`config.mk`:
```
export PLATFORM = sky130hd
export DESIGN_NAME = packet_receiver
export DESIGN_NICKNAME = d
export VERILOG_FILES = /design/src/rtl/packet_receiver_pkg.sv /design/src/rtl/packet_receiver_crc.sv /design/src/rtl/packet_receiver.sv
export SDC_FILE = /design/constraint.sdc
export NUM_CORES = 1
export LEC_CHECK = 0
export ABC_CLOCK_PERIOD_IN_PS = 10100
export BUFFER_PORTS_ARGS = -buffer_cell sky130_fd_sc_hd__buf_2
export CAP_MARGIN = 20
export CORE_UTILIZATION = 61
export CTS_CLUSTER_SIZE = 40
export DETAILED_ROUTE_END_ITERATION = 6
export PLACE_DENSITY = 0.95
export RECOVER_POWER = 50
export SLEW_MARGIN = 20
export SYNTH_ARGS = -nofsm -noshare
export SYNTH_HDL_FRONTEND = slang
export SYNTH_SLANG_ARGS = --single-unit
```
`constraint.sdc`:
```
create_clock -name clk -period 10.1 [get_ports clk]
set_clock_uncertainty 0.15 [all_clocks]
set_input_delay 1.01 -clock clk [delete_from_list [all_inputs] [get_ports clk]]
set_output_delay 1.01 -clock clk [all_outputs]
set_load 0.02 [all_outputs]
```
`src/rtl/packet_receiver_pkg.sv`:
```
// Shared framing constants for the packet transmitter/receiver pair.
// Holds the preamble/SFD bytes, field lengths, line-control codes, the default
// ethertype, the receiver state encoding, the frame-info payload struct and
// the byte-wide CRC-32 step function.
package packet_receiver_pkg;

  localparam logic [7:0]  PREAMBLE_BYTE = 8'h55;
  localparam logic [7:0]  SFD_BYTE      = 8'hD5;
  localparam logic [7:0]  BCAST_BYTE    = 8'hFF;

  localparam int unsigned PREAMBLE_MAX  = 7;
  localparam int unsigned ADDR_BYTES    = 6;
  localparam int unsigned TYPE_BYTES    = 2;
  localparam int unsigned TICKS_BYTES   = 8;
  localparam int unsigned FCS_BYTES     = 4;

  localparam int unsigned DEFAULT_PAYLOAD_BYTES = 1024;
  localparam logic [15:0] DEFAULT_ETHERTYPE     = 16'h88B5;

  localparam int unsigned BYTE_CNT_W   = 11;
  localparam int unsigned PAYLOAD_AW   = 10;

  localparam logic [1:0]  CTL_VALID    = 2'b11;
  localparam logic [1:0]  CTL_IDLE     = 2'b00;

  // Reflected CRC-32 (IEEE 802.3) polynomial and preset value
  localparam logic [31:0] CRC_POLY     = 32'hEDB88320;
  localparam logic [31:0] CRC_INIT     = 32'hFFFFFFFF;

  typedef enum logic [3:0] {
    ST_IDLE,
    ST_PREAMBLE,
    ST_DEST,
    ST_SRC,
    ST_TYPE,
    ST_TICKS,
    ST_PAYLOAD,
    ST_FCS,
    ST_CHECK,
    ST_DISCARD
  } rx_state_e;

  typedef struct packed {
    logic [63:0] ticks;
    logic [47:0] src;
  } frame_info_t;

  // One byte through the reflected CRC-32 register, LSB of the byte first
  function automatic logic [31:0] crc32_byte(input logic [31:0] crc, input logic [7:0] data);
    logic [31:0] c;
    c = crc;
    for (int i = 0; i < 8; i++) begin
      if (c[0] ^ data[i]) c = (c >> 1) ^ CRC_POLY;
      else                c = c >> 1;
    end
    return c;
  endfunction

endpackage

```
`src/rtl/packet_receiver_crc.sv`:
```
// Byte-wide CRC-32 engine.
// Ports: clk, reset_n (async active-low), clear (sync preset), enable (absorb
// data this cycle), data (byte in), crc_state (raw register; FCS is its
// bitwise complement).
module packet_receiver_crc
  import packet_receiver_pkg::*;
(
  input  logic        clk,
  input  logic        reset_n,
  input  logic        clear,
  input  logic        enable,
  input  logic [7:0]  data,
  output logic [31:0] crc_state
);

  // CRC register: clear has priority over enable
  always_ff @(posedge clk or negedge reset_n) begin
    if (!reset_n)    crc_state <= CRC_INIT;
    else if (clear)  crc_state <= CRC_INIT;
    else if (enable) crc_state <= crc32_byte(crc_state, data);
  end

endmodule

```
`src/rtl/packet_receiver.sv`:
```
// Frame receiver: preamble/SFD hunt, destination filter, source/type/ticks
// capture, payload streaming with 1-cycle latency, CRC-32 check and event
// counters.
// Ports: clk, reset_n; rx_data/rx_ctl/rx_enable line inputs; mac_addr own
// address; payload_data/payload_valid/payload_addr stream out; frame_ticks/
// frame_src last good frame info; frame_done/frame_ok end-of-frame status;
// good_count/crc_err_count/drop_count wrapping event counters.
module packet_receiver
  import packet_receiver_pkg::*;
#(
  parameter int unsigned PAYLOAD_BYTES = DEFAULT_PAYLOAD_BYTES,
  parameter logic [15:0] ETHERTYPE     = DEFAULT_ETHERTYPE
) (
  input  logic                  clk,
  input  logic                  reset_n,
  input  logic [7:0]            rx_data,
  input  logic [1:0]            rx_ctl,
  input  logic                  rx_enable,
  input  logic [47:0]           mac_addr,
  output logic [7:0]            payload_data,
  output logic                  payload_valid,
  output logic [PAYLOAD_AW-1:0] payload_addr,
  output logic [63:0]           frame_ticks,
  output logic [47:0]           frame_src,
  output logic                  frame_done,
  output logic                  frame_ok,
  output logic [15:0]           good_count,
  output logic [15:0]           crc_err_count,
  output logic [15:0]           drop_count
);

  localparam logic [BYTE_CNT_W-1:0] PRE_MAX      = BYTE_CNT_W'(PREAMBLE_MAX);
  localparam logic [BYTE_CNT_W-1:0] ADDR_LAST    = BYTE_CNT_W'(ADDR_BYTES - 1);
  localparam logic [BYTE_CNT_W-1:0] TYPE_LAST    = BYTE_CNT_W'(TYPE_BYTES - 1);
  localparam logic [BYTE_CNT_W-1:0] TICKS_LAST   = BYTE_CNT_W'(TICKS_BYTES - 1);
  localparam logic [BYTE_CNT_W-1:0] PAYLOAD_LAST = BYTE_CNT_W'(PAYLOAD_BYTES - 1);
  localparam logic [BYTE_CNT_W-1:0] FCS_LAST     = BYTE_CNT_W'(FCS_BYTES - 1);

  rx_state_e               state_q, state_d;
  logic [BYTE_CNT_W-1:0]   cnt_q, cnt_d;
  logic                    dest_bc_q, dest_bc_d;
  logic                    dest_uc_q, dest_uc_d;
  logic [7:0]              type_hi_q, type_hi_d;
  logic                    fcs_match_q, fcs_match_d;
  frame_info_t             shadow_q, shadow_d;
  frame_info_t             frame_d;

  logic                    payload_valid_d;
  logic [7:0]              payload_data_d;
  logic [PAYLOAD_AW-1:0]   payload_addr_d;
  logic                    frame_done_d;
  logic                    frame_ok_d;
  logic [15:0]             good_d, crc_err_d, drop_d;

  logic                    crc_clear_c;
  logic                    crc_en_c;
  logic [31:0]             crc_state;
  logic [31:0]             fcs_c;
  logic                    line_valid_c;
  logic                    line_idle_c;
  logic                    abort_c;
  logic [7:0]              mac_byte_c;
  logic [7:0]              fcs_byte_c;
  logic                    bc_hit_c;
  logic                    uc_hit_c;
  logic                    fcs_hit_c;

  packet_receiver_crc u_crc (
    .clk       (clk),
    .reset_n   (reset_n),
    .clear     (crc_clear_c),
    .enable    (crc_en_c),
    .data      (rx_data),
    .crc_state (crc_state)
  );

  assign fcs_c        = ~crc_state;
  assign line_valid_c = (rx_ctl == CTL_VALID);
  assign line_idle_c  = (rx_ctl == CTL_IDLE);

  // Own-address byte for the current DEST position, MSB first
  always_comb begin
    mac_byte_c = mac_addr[7:0];
    case (cnt_q[2:0])
      3'd0:    mac_byte_c = mac_addr[47:40];
      3'd1:    mac_byte_c = mac_addr[39:32];
      3'd2:    mac_byte_c = mac_addr[31:24];
      3'd3:    mac_byte_c = mac_addr[23:16];
      3'd4:    mac_byte_c = mac_addr[15:8];
      default: mac_byte_c = mac_addr[7:0];
    endcase
  end

  // Expected FCS byte for the current FCS position, MSB first
  always_comb begin
    fcs_byte_c = fcs_c[7:0];
    case (cnt_q[1:0])
      2'd0:    fcs_byte_c = fcs_c[31:24];
      2'd1:    fcs_byte_c = fcs_c[23:16];
      2'd2:    fcs_byte_c = fcs_c[15:8];
      default: fcs_byte_c = fcs_c[7:0];
    endcase
  end

  assign bc_hit_c  = dest_bc_q   && (rx_data == BCAST_BYTE);
  assign uc_hit_c  = dest_uc_q   && (rx_data == mac_byte_c);
  assign fcs_hit_c = fcs_match_q && (rx_data == fcs_byte_c);

  // Next-state and registered-output logic
  always_comb begin
    state_d         = state_q;
    cnt_d           = cnt_q;
    dest_bc_d       = dest_bc_q;
    dest_uc_d       = dest_uc_q;
    type_hi_d       = type_hi_q;
    fcs_match_d     = fcs_match_q;
    shadow_d        = shadow_q;
    frame_d.ticks   = frame_ticks;
    frame_d.src     = frame_src;
    payload_valid_d = 1'b0;
    payload_data_d  = payload_data;
    payload_addr_d  = payload_addr;
    frame_done_d    = 1'b0;
    frame_ok_d      = 1'b0;
    good_d          = good_count;
    crc_err_d       = crc_err_count;
    drop_d          = drop_count;
    crc_clear_c     = 1'b0;
    crc_en_c        = 1'b0;
    abort_c         = 1'b0;

    case (state_q)
      ST_IDLE: begin
        crc_clear_c = 1'b1;
        if (line_valid_c && rx_data == PREAMBLE_BYTE && rx_enable) begin
          state_d = ST_PREAMBLE;
          cnt_d   = BYTE_CNT_W'(1);
        end
      end

      ST_PREAMBLE: begin
        crc_clear_c = 1'b1;
        if (!line_valid_c) begin
          abort_c = 1'b1;
        end else if (rx_data == PREAMBLE_BYTE) begin
          if (cnt_q >= PRE_MAX) abort_c = 1'b1;
          else                  cnt_d   = cnt_q + BYTE_CNT_W'(1);
        end else if (rx_data == SFD_BYTE) begin
          state_d   = ST_DEST;
          cnt_d     = '0;
          dest_bc_d = 1'b1;
          dest_uc_d = 1'b1;
        end else begin
          abort_c = 1'b1;
        end
      end

      ST_DEST: begin
        if (!line_valid_c) begin
          abort_c = 1'b1;
        end else begin
          crc_en_c  = 1'b1;
          dest_bc_d = bc_hit_c;
          dest_uc_d = uc_hit_c;
          if (cnt_q == ADDR_LAST) begin
            cnt_d = '0;
            if (bc_hit_c || uc_hit_c) state_d = ST_SRC;
            else                      abort_c = 1'b1;
          end else begin
            cnt_d = cnt_q + BYTE_CNT_W'(1);
          end
        end
      end

      ST_SRC: begin
        if (!line_valid_c) begin
          abort_c = 1'b1;
        end else begin
          crc_en_c     = 1'b1;
          shadow_d.src = {shadow_q.src[39:0], rx_data};
          if (cnt_q == ADDR_LAST) begin
            state_d = ST_TYPE;
            cnt_d   = '0;
          end else begin
            cnt_d = cnt_q + BYTE_CNT_W'(1);
          end
        end
      end

      ST_TYPE: begin
        if (!line_valid_c) begin
          abort_c = 1'b1;
        end else begin
          crc_en_c = 1'b1;
          if (cnt_q == TYPE_LAST) begin
            cnt_d = '0;
            if ({type_hi_q, rx_data} == ETHERTYPE) state_d = ST_TICKS;
            else                                   abort_c = 1'b1;
          end else begin
            type_hi_d = rx_data;
            cnt_d     = cnt_q + BYTE_CNT_W'(1);
          end
        end
      end

      ST_TICKS: begin
        if (!line_valid_c) begin
          abort_c = 1'b1;
        end else begin
          crc_en_c       = 1'b1;
          shadow_d.ticks = {shadow_q.ticks[55:0], rx_data};
          if (cnt_q == TICKS_LAST) begin
            state_d = ST_PAYLOAD;
            cnt_d   = '0;
          end else begin
            cnt_d = cnt_q + BYTE_CNT_W'(1);
          end
        end
      end

      ST_PAYLOAD: begin
        if (!line_valid_c) begin
          abort_c = 1'b1;
        end else begin
          crc_en_c        = 1'b1;
          payload_valid_d = 1'b1;
          payload_data_d  = rx_data;
          payload_addr_d  = cnt_q[PAYLOAD_AW-1:0];
          if (cnt_q == PAYLOAD_LAST) begin
            state_d     = ST_FCS;
            cnt_d       = '0;
            fcs_match_d = 1'b1;
          end else begin
            cnt_d = cnt_q + BYTE_CNT_W'(1);
          end
        end
      end

      // CRC engine is idle here, so its register still holds the payload-end value
      ST_FCS: begin
        if (!line_valid_c) begin
          abort_c = 1'b1;
        end else if (cnt_q == FCS_LAST) begin
          state_d      = ST_CHECK;
          cnt_d        = '0;
          frame_done_d = 1'b1;
          frame_ok_d   = fcs_hit_c;
          if (fcs_hit_c) begin
            frame_d = shadow_q;
            good_d  = good_count + 16'd1;
          end else begin
            crc_err_d = crc_err_count + 16'd1;
          end
        end else begin
          fcs_match_d = fcs_hit_c;
          cnt_d       = cnt_q + BYTE_CNT_W'(1);
        end
      end

      // Frame already reported; anything but idle here is overlong tail
      ST_CHECK: begin
        if (line_idle_c) state_d = ST_IDLE;
        else             state_d = ST_DISCARD;
      end

      ST_DISCARD: begin
        if (line_idle_c) state_d = ST_IDLE;
      end

      default: state_d = ST_IDLE;
    endcase

    if (abort_c) begin
      state_d = ST_DISCARD;
      drop_d  = drop_count + 16'd1;
    end
  end

  // State and output registers
  always_ff @(posedge clk or negedge reset_n) begin
    if (!reset_n) begin
      state_q       <= ST_IDLE;
      cnt_q         <= '0;
      dest_bc_q     <= 1'b0;
      dest_uc_q     <= 1'b0;
      type_hi_q     <= '0;
      fcs_match_q   <= 1'b0;
      shadow_q      <= '0;
      payload_valid <= 1'b0;
      payload_data  <= '0;
      payload_addr  <= '0;
      frame_done    <= 1'b0;
      frame_ok      <= 1'b0;
      frame_ticks   <= '0;
      frame_src     <= '0;
      good_count    <= '0;
      crc_err_count <= '0;
      drop_count    <= '0;
    end else begin
      state_q       <= state_d;
      cnt_q         <= cnt_d;
      dest_bc_q     <= dest_bc_d;
      dest_uc_q     <= dest_uc_d;
      type_hi_q     <= type_hi_d;
      fcs_match_q   <= fcs_match_d;
      shadow_q      <= shadow_d;
      payload_valid <= payload_valid_d;
      payload_data  <= payload_data_d;
      payload_addr  <= payload_addr_d;
      frame_done    <= frame_done_d;
      frame_ok      <= frame_ok_d;
      frame_ticks   <= frame_d.ticks;
      frame_src     <= frame_d.src;
      good_count    <= good_d;
      crc_err_count <= crc_err_d;
      drop_count    <= drop_d;
    end
  end

endmodule
```
**After elaboration in Yosys (flattened, before gate mapping)**

Cells that the tools add are included.

- Register bits after elaboration: 351
- Bits in latches: 0
- RAM bits: 0
- Bits in read-only memories: 0
- Word-level logic and storage cells: 229
- Memories: 0

- Add/sub/neg operators: 4
- $mul: 0
- Div/mod/pow operators: 0
- Magnitude comparators: 1
- Equal/unequal tests: 60
- Shifts and indexed selects: 0
- Muxes and demuxes: 98
- Bitwise gates (word level): 19
- Reductions and logical operators: 28

Operators with widths:

| kind | number |
|---|---|
| $mux 32 | 24 |
| $mux 11 | 15 |
| $not 13->14 | 8 |
| $mux 4 | 21 |
| $pmux 11 s7 | 1 |
| $ne 3x3->1 const B | 21 |
| $add 16x1->16 const B | 3 |
| $pmux 4 s10 | 1 |
| $pmux 8 s5 | 1 |
| $not 32->32 | 1 |
| $mux 1 | 30 |
| $pmux 8 s3 | 1 |
| $eq 11x3->1 const B | 2 |
| $ne 2x2->1 const B | 11 |
| $reduce_and 19->1 | 1 |
| $eq 16x16->1 const B | 1 |
| $eq 4x3->1 const B | 4 |
| $eq 8x8->1 | 2 |
| $eq 8x8->1 const B | 2 |
| $add 11x1->11 const B | 1 |
| $eq 11x1->1 const B | 1 |
| $eq 11x10->1 const B | 1 |
| $eq 11x2->1 const B | 1 |
| $ge 11x3->1 const B | 1 |
| other kinds (29) | 55 |

**Depth between registers and ports, before layout**

Gate-level depths: netlist of the first run.

- Depth in word-level cells: 33
- Gate-level depth with buffers: 13
- Mapped depth without buffers: 10

**Hierarchy**

From an unflattened synthesis of the first run, not the netlist that was laid out.

- Cells, all modules: 1,268
- Area total of the unflattened synthesis: 15,877.7 um2

Modules (own cells, without submodules):

| module | times used | cells an instance | area an instance (um2) |
|---|---|---|---|
| packet_receiver | 1 | 1,075 | 13,724.4 |
| packet_receiver_crc | 1 | 193 | 2,153.3 |

**Worst setup path after synthesis of the first run**

OpenSTA, ideal clock, no wires.

- Path kind: reg2reg
- Start point: register cnt_q[0]
- End point: register type_hi_q[4]
- Arrival time: 3,198 ps
- Required time: 9,825 ps
- Slack: 6,627 ps
- Cell stages (with the launch flop): 14
- Cell sequence: dfrtp_1 ha_1 ha_1 buf_2 or2_1 or2_1 buf_2 a31oi_1 xnor2_1 nand4_1 o21ba_2 buf_2 nor3_4 mux2_2

- Cells in the longest elaborated chain, start to end: 3

Ends and longest elaborated chain:

| item | line | text |
|---|---|---|
| from (decl) | packet_receiver.sv:40 | `logic [BYTE_CNT_W-1:0] cnt_q, cnt_d;` |
| from (signal assigned) | packet_receiver.sv:301 | `cnt_q <= cnt_d;` |
| $eq 11x1->1 | packet_receiver.sv:195 | `if (cnt_q == TYPE_LAST) begin` |
| $not 1->1 (no line) | - |  |
| $reduce_and 3->1 (no line) | - |  |
| to (signal assigned) | packet_receiver.sv:304 | `type_hi_q <= type_hi_d;` |
| to (decl) | packet_receiver.sv:43 | `logic [7:0] type_hi_q, type_hi_d;` |

Every way passes these cells.
A chain may end at the register's enable or synchronous reset.

==> run_results.csv, run 1 <==
group,metric,value,unit
clocking,clock-root-buffer,"clkbuf_16",
critical_path,worstSetupPathType,"in -> async",
critical_path,worstPathCellList,"buf_8 > clkbuf_1",
timing,fin_crit_sh,53.1,%
global_route,grt_max_degree,116,
logic_synthesis,synth-edff-count,0,
layout,drive_gt1_share,17.7,%
detailed_routing,antenna_left,0,
status,violations,"max-capacitance violations, max-slew violations",
clocking,cts.sinks,351,
critical_path,cp_max_fo,115,
clocking,htreeDepth,2,
critical_path,critical_path_buf_inv_count,2,
status,status,"complete, but fails checks",
placement,place_congestion,0.940,
placement,dp_hpwl,27000,um
logic_synthesis,syn_nets,1557,
clocking,insertion_delay,0.51,ns
detailed_routing,num_vias,12100,
critical_path,worst_setup_path_end_kind,"asynchronous set/reset pin",
placement,io_buffers,241,
timing,tightest_slew,4.39,ns
clocking,cts_resized,0,
logic_synthesis,synth_warnings,0,
pwr,total_leakage_power,8.81,nW
floorplan,fp.dieW,162,um
timing,fmaxAchievable,0.187,GHz
layout,fin_nets,1770,
logic_synthesis,synth.distinct_cells,68,
logic_synthesis,synthTopCellsByArea,"dfrtp_1 (51%), nand2_1 (9.7%), mux2_2 (9.1%)",
detailed_routing,firstDrtPassIters,7,
detailed_routing,wire_per_inst,19.8,um
critical_path,critical_path_required,9.54,ns
logic_synthesis,synth_flop_cell,"dfrtp_1",
layout,area_growth,15.5,%
timing,relSlewSlack,-193,%
global_route,grt.overflow.total,0,
critical_path,critPathMaxStageDelay,3.12,ns
clocking,hold_buffers,0,
detailed_routing,finalWirelength,40700,um
clocking,cts_tree,"done",
timing,finalSetupViolations,0,
logic_synthesis,yosys.area.top_type_share,51.0,%
global_route,antenna_found_initial,0,
clocking,ctsLongestPathBuffers,3,
min_path,hold_class,"reg -> reg",
floorplan,fp-row-count,58,
timing,setup_tns,0,ns
timing,rsz0062_at_grt,"no",
run,cap_violations,3,
logic_synthesis,synthArstFlopShare,100,%
floorplan,start_util,62.2,%
timing,report.final.slew_viol_count,211,
detailed_routing,viasPerCell,5.90,
timing,min_period,5.36,ns
logic_synthesis,ys_seq_area_share,56.3,%
placement,place_area,17100,um^2
critical_path,crit_arrival,4.80,ns
critical_path,crit_path_start_kind,"primary input",
critical_path,crit_family,"buffers and inverters",
critical_path,critPathSlowestCell,"clkbuf_1",
logic_synthesis,syn_inst,1487,
logic_synthesis,synth-seq-cells,351,
logic_synthesis,avgSynthCellArea,10.5,um^2
timing,hold_violations,0,
pwr,ir_drop,0.149,mV
detailed_routing,drtIter0Drc,1238,
detailed_routing,drc,0,
clocking,cts.clk_slew.worst_paths,0.06,ns
logic_synthesis,netlist.top_cell.by_area,"dfrtp_1",
layout,design_area,18100,um^2
logic_synthesis,syn_area,15700,um^2
global_route,grt_usage,31.2,%
floorplan,core-area,25200,um^2
pwr,powerDensity,207,nW/um^2
clocking,numCtsBuffers,37,
floorplan,fp.dieH,162,um
global_route,grt_pass1_wl,64700,um
clocking,post_cts_buffers,0,
floorplan,io_pins,242,
floorplan,die_area,26300,um^2
global_route,grt_pass1_vias,12200,
layout,num_antenna_cells,0,
[registers in the layout, summed over array words and instances (netlist names), 10 cells and up]
signal / cells
crc_err_count: 16
cnt_q: 11
u_crc.crc_state: 32
drop_count: 16
frame_src: 48
good_count: 16
frame_ticks: 64
shadow_q: 112
payload_addr: 10
[cells in the mapped netlist (4+ instances only)]
cell        n
or4_1       4
inv_1      16
a31oi_1     5
mux2_2    126
a22oi_1    10
a222oi_1    4
nor2b_1    30
dfstp_2    32
buf_4       4
a211oi_1    4
xnor2_1    82
buf_2       5
nor2_1     37
nor3_1     47
o21ai_0    33
mux2i_1     5
o21a_1      8
a21oi_1    48
xor2_1     47
dfrtp_1   319
ha_1        9
nand2b_1    6
a22o_1      5
o41ai_1     9
and3_1     19
nand4_1    16
and2_1      6
nor3b_1     4
nand3_1    21
clkbuf_1   67
nand2_1   405
[metrics by stage]
step	hold WS, ns	utilization (%)	instances	power (mW)	setup slack [ns]
finish	0.317	71.9	2057	3.74	4.74
detailed placement	0.301	67.9	1991	2.39	5.74
global placement	0.295	67.9	1991	2.37	5.81
floorplan	0.285	-	1487	2.17	6.63
CTS	0.316	72.8	2057	3.75	5.70
global route	0.340	71.9	2057	3.90	3.78
[report_power, final]
group          switching [mW]  leakage, nW  internal (mW)
combinational           0.468         3.46          0.310
clock                   0.553        0.615          0.803
sequential              0.106         4.74           1.50
[cell families after synthesis]
family | after synthesis | synth area share (%)
AO/OA/AOI/OAI | 156 | 6.52
buffers and inverters | 96 | 2.44
AND/OR/NAND/NOR | 615 | 17.4
XOR/XNOR | 129 | 7.21
multiplexers | 131 | 9.38
flip-flops | 351 | 56.3
adder cells (fa/ha/maj) | 9 | 0.719
[final cells by class]
cell class	instances	area, um^2
flip-flops and latches	351	8820
fillers	1759	7090
multi-input cells	1040	6500
clock buffers	54	1130
repair buffers	252	1060
well taps	330	413
clock inverters	12	98.8
inverters	18	67.6
[routing by layer]
metal | vias up | routed length, um | GRT usage, %
li1 | 5431 | - | -
met1 | 6008 | 16000 | 40.1
met2 | 594 | 20400 | 53.3
met3 | 99 | 3030 | 5.41
met4 | 0 | 1200 | 11.3
met5 | - | 0 | 0
[worst paths after layout]
path                                  from         endpoint  cells past startpoint  slack, ns
max                                reset_n  frame_ticks[36]                      2       4.74
min                        frame_ticks[42]  frame_ticks[42]                      2       0.32
max reg2reg                       cnt_q[0]   good_count[10]                     11       5.65
min reg2reg                frame_ticks[42]  frame_ticks[42]                      2       0.32
max in group clk                  cnt_q[0]   good_count[10]                     11       5.65
min in group asynchronous          reset_n    frame_src[35]                      1       0.39
[placed cells by master (no fill, tap or decap), types with 3 or more instances in the layout]
cell,synthesis,routed
a22o_1,5,5
clkbuf_8,0,14
clkbuf_1,67,186
ha_1,9,9
dfrtp_1,319,319
nor2b_1,30,30
o21ai_0,33,33
and3_1,19,19
a211oi_1,4,4
buf_4,4,8
clkbuf_16,0,37
o21a_1,8,8
a31oi_1,5,5
or4_1,4,4
nand2b_1,6,6
xor2_1,47,47
a21oi_1,48,48
mux2_2,126,126
dfstp_2,32,32
xnor2_1,82,82
nor3_1,47,45
nand3_1,21,21
inv_1,16,16
nand4_1,16,16
a22oi_1,10,10
and2_1,6,5
nor3b_1,4,3
mux2i_1,5,5
a222oi_1,4,4
nor2_1,37,38
clkinv_2,0,7
o41ai_1,9,9
nand2_1,405,404
buf_2,5,60
Note: power is estimated with default switching activity, not from simulation.
==> run 2: changes to the inputs <==
Settings changed: ABC_CLOCK_PERIOD_IN_PS 10100 to 5100, CORE_UTILIZATION 61 to 57, PLACE_DENSITY 0.95 to 0.91.
Clock period 10.1 ns to 5.1 ns, I/O delays scaled along.
==> run 2 against run 1 <==
Compared with the run above:
- the flow still finishes with violations (max-capacitance violations, max-slew violations)
- die area is 6.9% higher
- clock power increased by 88%
- via count rose by 0.21%
- final area barely moved
- critical path depth increased by 9
- global-route usage is 2.9 points lower
- total power increased by 95%
- sequential share of layout area about the same
- largest power group unchanged
==> run_results.csv, run 2 (same netlist as run 1, synthesis figures left out) <==
group,metric,value,unit
status,status,"complete, but fails checks",
status,violations,"max-capacitance violations, max-slew violations",
layout,largest_reg_flops,112,
pwr,finalPower,7.29,mW
timing,min_period,4.08,ns
timing,hold_violations,0,
global_route,grt_usage,28.4,%
critical_path,r2r_cells,11,
critical_path,reg2reg_from,"cnt_q[0]",
detailed_routing,num_vias,12200,
timing,finalSetupViolations,0,
clocking,htreeDepth,2,
placement,io_buffers,241,
critical_path,reg2reg_slack,1.02,ns
floorplan,die_area,28200,um^2
detailed_routing,antenna_left,0,
placement,dp_hpwl,26400,um
global_route,grt_max_degree,145,
floorplan,core-area,27000,um^2
floorplan,io_pins,242,
timing,tightest_slew,2.77,ns
pwr,powerDensity,402,nW/um^2
min_path,hold_class,"in -> reg",
layout,area_growth,15.6,%
critical_path,cp_max_fo,57,
timing,fmaxAchievable,0.245,GHz
timing,report.final.slew_viol_count,155,
global_route,grt_pass1_wl,63500,um
global_route,antenna_found_initial,0,
pwr,ir_drop,0.260,mV
timing,relSlewSlack,-84.5,%
floorplan,fp.dieW,168,um
pwr,total_leakage_power,8.80,nW
clocking,cts_tree,"done",
layout,fillers,2006,
detailed_routing,firstDrtPassIters,5,
timing,fin_crit_sh,80.0,%
timing,setup_tns,0,ns
layout,layout_commonest_cell,"nand2_1",
layout,top_register,"shadow_q",
critical_path,critical_path_required,5.33,ns
clocking,ctsLongestPathBuffers,3,
global_route,grt.overflow.total,0,
critical_path,r2r_end,"frame_ticks[10]",
run,cap_violations,2,
clocking,clock-root-buffer,"clkbuf_16",
critical_path,crit_end,"frame_ticks[10]",
layout,layout_common_cells,"nand2_1 (404), dfrtp_1 (319), clkbuf_1 (189), mux2_2 (126), xnor2_1 (82)",
layout,reg_top3,"shadow_q: 112 flops, frame_ticks: 64 flops, frame_src: 48 flops",
detailed_routing,viasPerCell,5.87,
detailed_routing,drc,0,
clocking,cts.sinks,351,
detailed_routing,finalWirelength,39500,um
clocking,cts.clk_slew.worst_paths,0.06,ns
floorplan,fp.dieH,168,um
global_route,grt_pass1_vias,12400,
critical_path,critPathLaunch,"cnt_q[0]",
clocking,numCtsBuffers,36,
critical_path,crit_path_start_kind,"flip-flop",
critical_path,worstSetupPathType,"reg -> reg",
detailed_routing,drtIter0Drc,1067,
detailed_routing,wire_per_inst,19.1,um
floorplan,fp-row-count,60,
clocking,insertion_delay,0.52,ns
timing,rsz0062_at_grt,"no",
critical_path,crit_arrival,4.32,ns
floorplan,start_util,58.1,%
critical_path,worst_setup_path_end_kind,"flip-flop",
placement,place_congestion,0.917,
layout,drive_gt1_share,17.7,%
layout,fin_nets,1774,
==> run 2: area by class of cell <==
| cell class | instances | area (um^2) | area share, % |
|---|---|---|---|
| antenna | 1 | 2.50 | 0.0138 |
| clock buffer | 48 | 996 | 5.50 |
| clock inverter | 16 | 155 | 0.857 |
| inverter | 18 | 67.6 | 0.373 |
| multi-input combinational | 1040 | 6500 | 35.9 |
| sequential | 351 | 8820 | 48.7 |
| tap | 341 | 427 | 2.36 |
| timing repair buffer | 257 | 1140 | 6.28 |
==> run 2: report_power, final <==
part           leakage [nW]  internal, mW  switching (mW)
logic                  3.49         0.617           0.940
registers              4.74          2.97           0.199
clock network         0.572          1.49            1.08
total                  8.80          5.07            2.22
==> run 2: layer usage <==
layer / track usage, % / vias to the layer above / wire, um / share of wire (%)
li1: - / 5446 / - / -
met1: 35.5 / 6030 / 15600 / 39
met2: 48.0 / 558 / 19400 / 49
met3: 5.45 / 123 / 2880 / 7.3
met4: 12.9 / 0 / 1660 / 4.2
met5: 0 / - / 0 / 0
==> run 2: worst min-delay path by stage <==
stage / startpoint / end / slack (ns) / cells after the start
after floorplan: reset_n / cnt_q[0] / 0.06 / 0
after global placement: frame_ticks[50] / frame_ticks[50] / 0.30 / 2
after detailed placement: frame_ticks[37] / frame_ticks[37] / 0.30 / 2
after global routing: rx_data[4] / shadow_q[52] / 0.28 / 2
after CTS: rx_data[4] / shadow_q[52] / 0.28 / 2
final: rx_data[4] / shadow_q[52] / 0.29 / 2
==> run 2: metrics by stage <==
step	setup WS [ns]	instance area [um^2]	cells	utilization, %	hold WS (ns)
2_1_floorplan	1.63	15700	1487	-	0.0644
4_1_cts	1.03	18300	2071	68.1	0.279
3_5_place_dp	1.06	17200	2006	63.8	0.301
3_3_place_gp	1.16	17200	2006	63.8	0.296
6_report	1.02	18100	2072	67.2	0.289
5_1_grt	0.726	18100	2071	67.2	0.278
==> run 2: worst max-delay path, stage by stage (launching register included) <==
cell and delay (ns):
dfrtp_1 0.44, inv_1 0.14, ha_1 0.48, nor2b_1 0.25, o41ai_1 0.52, xnor2_1 0.20
nand4_1 0.19, nor3_1 0.60, nand2_4 0.29, buf_4 0.39, nand2_1 0.19, nand2_1 0.08
==> run 2: repair_timing <==
action	4_1_cts	5_1_grt
hold endpoints to repair	100	0
gates resized for setup	0	0
buffers inserted	0	0
hold buffers	1	0
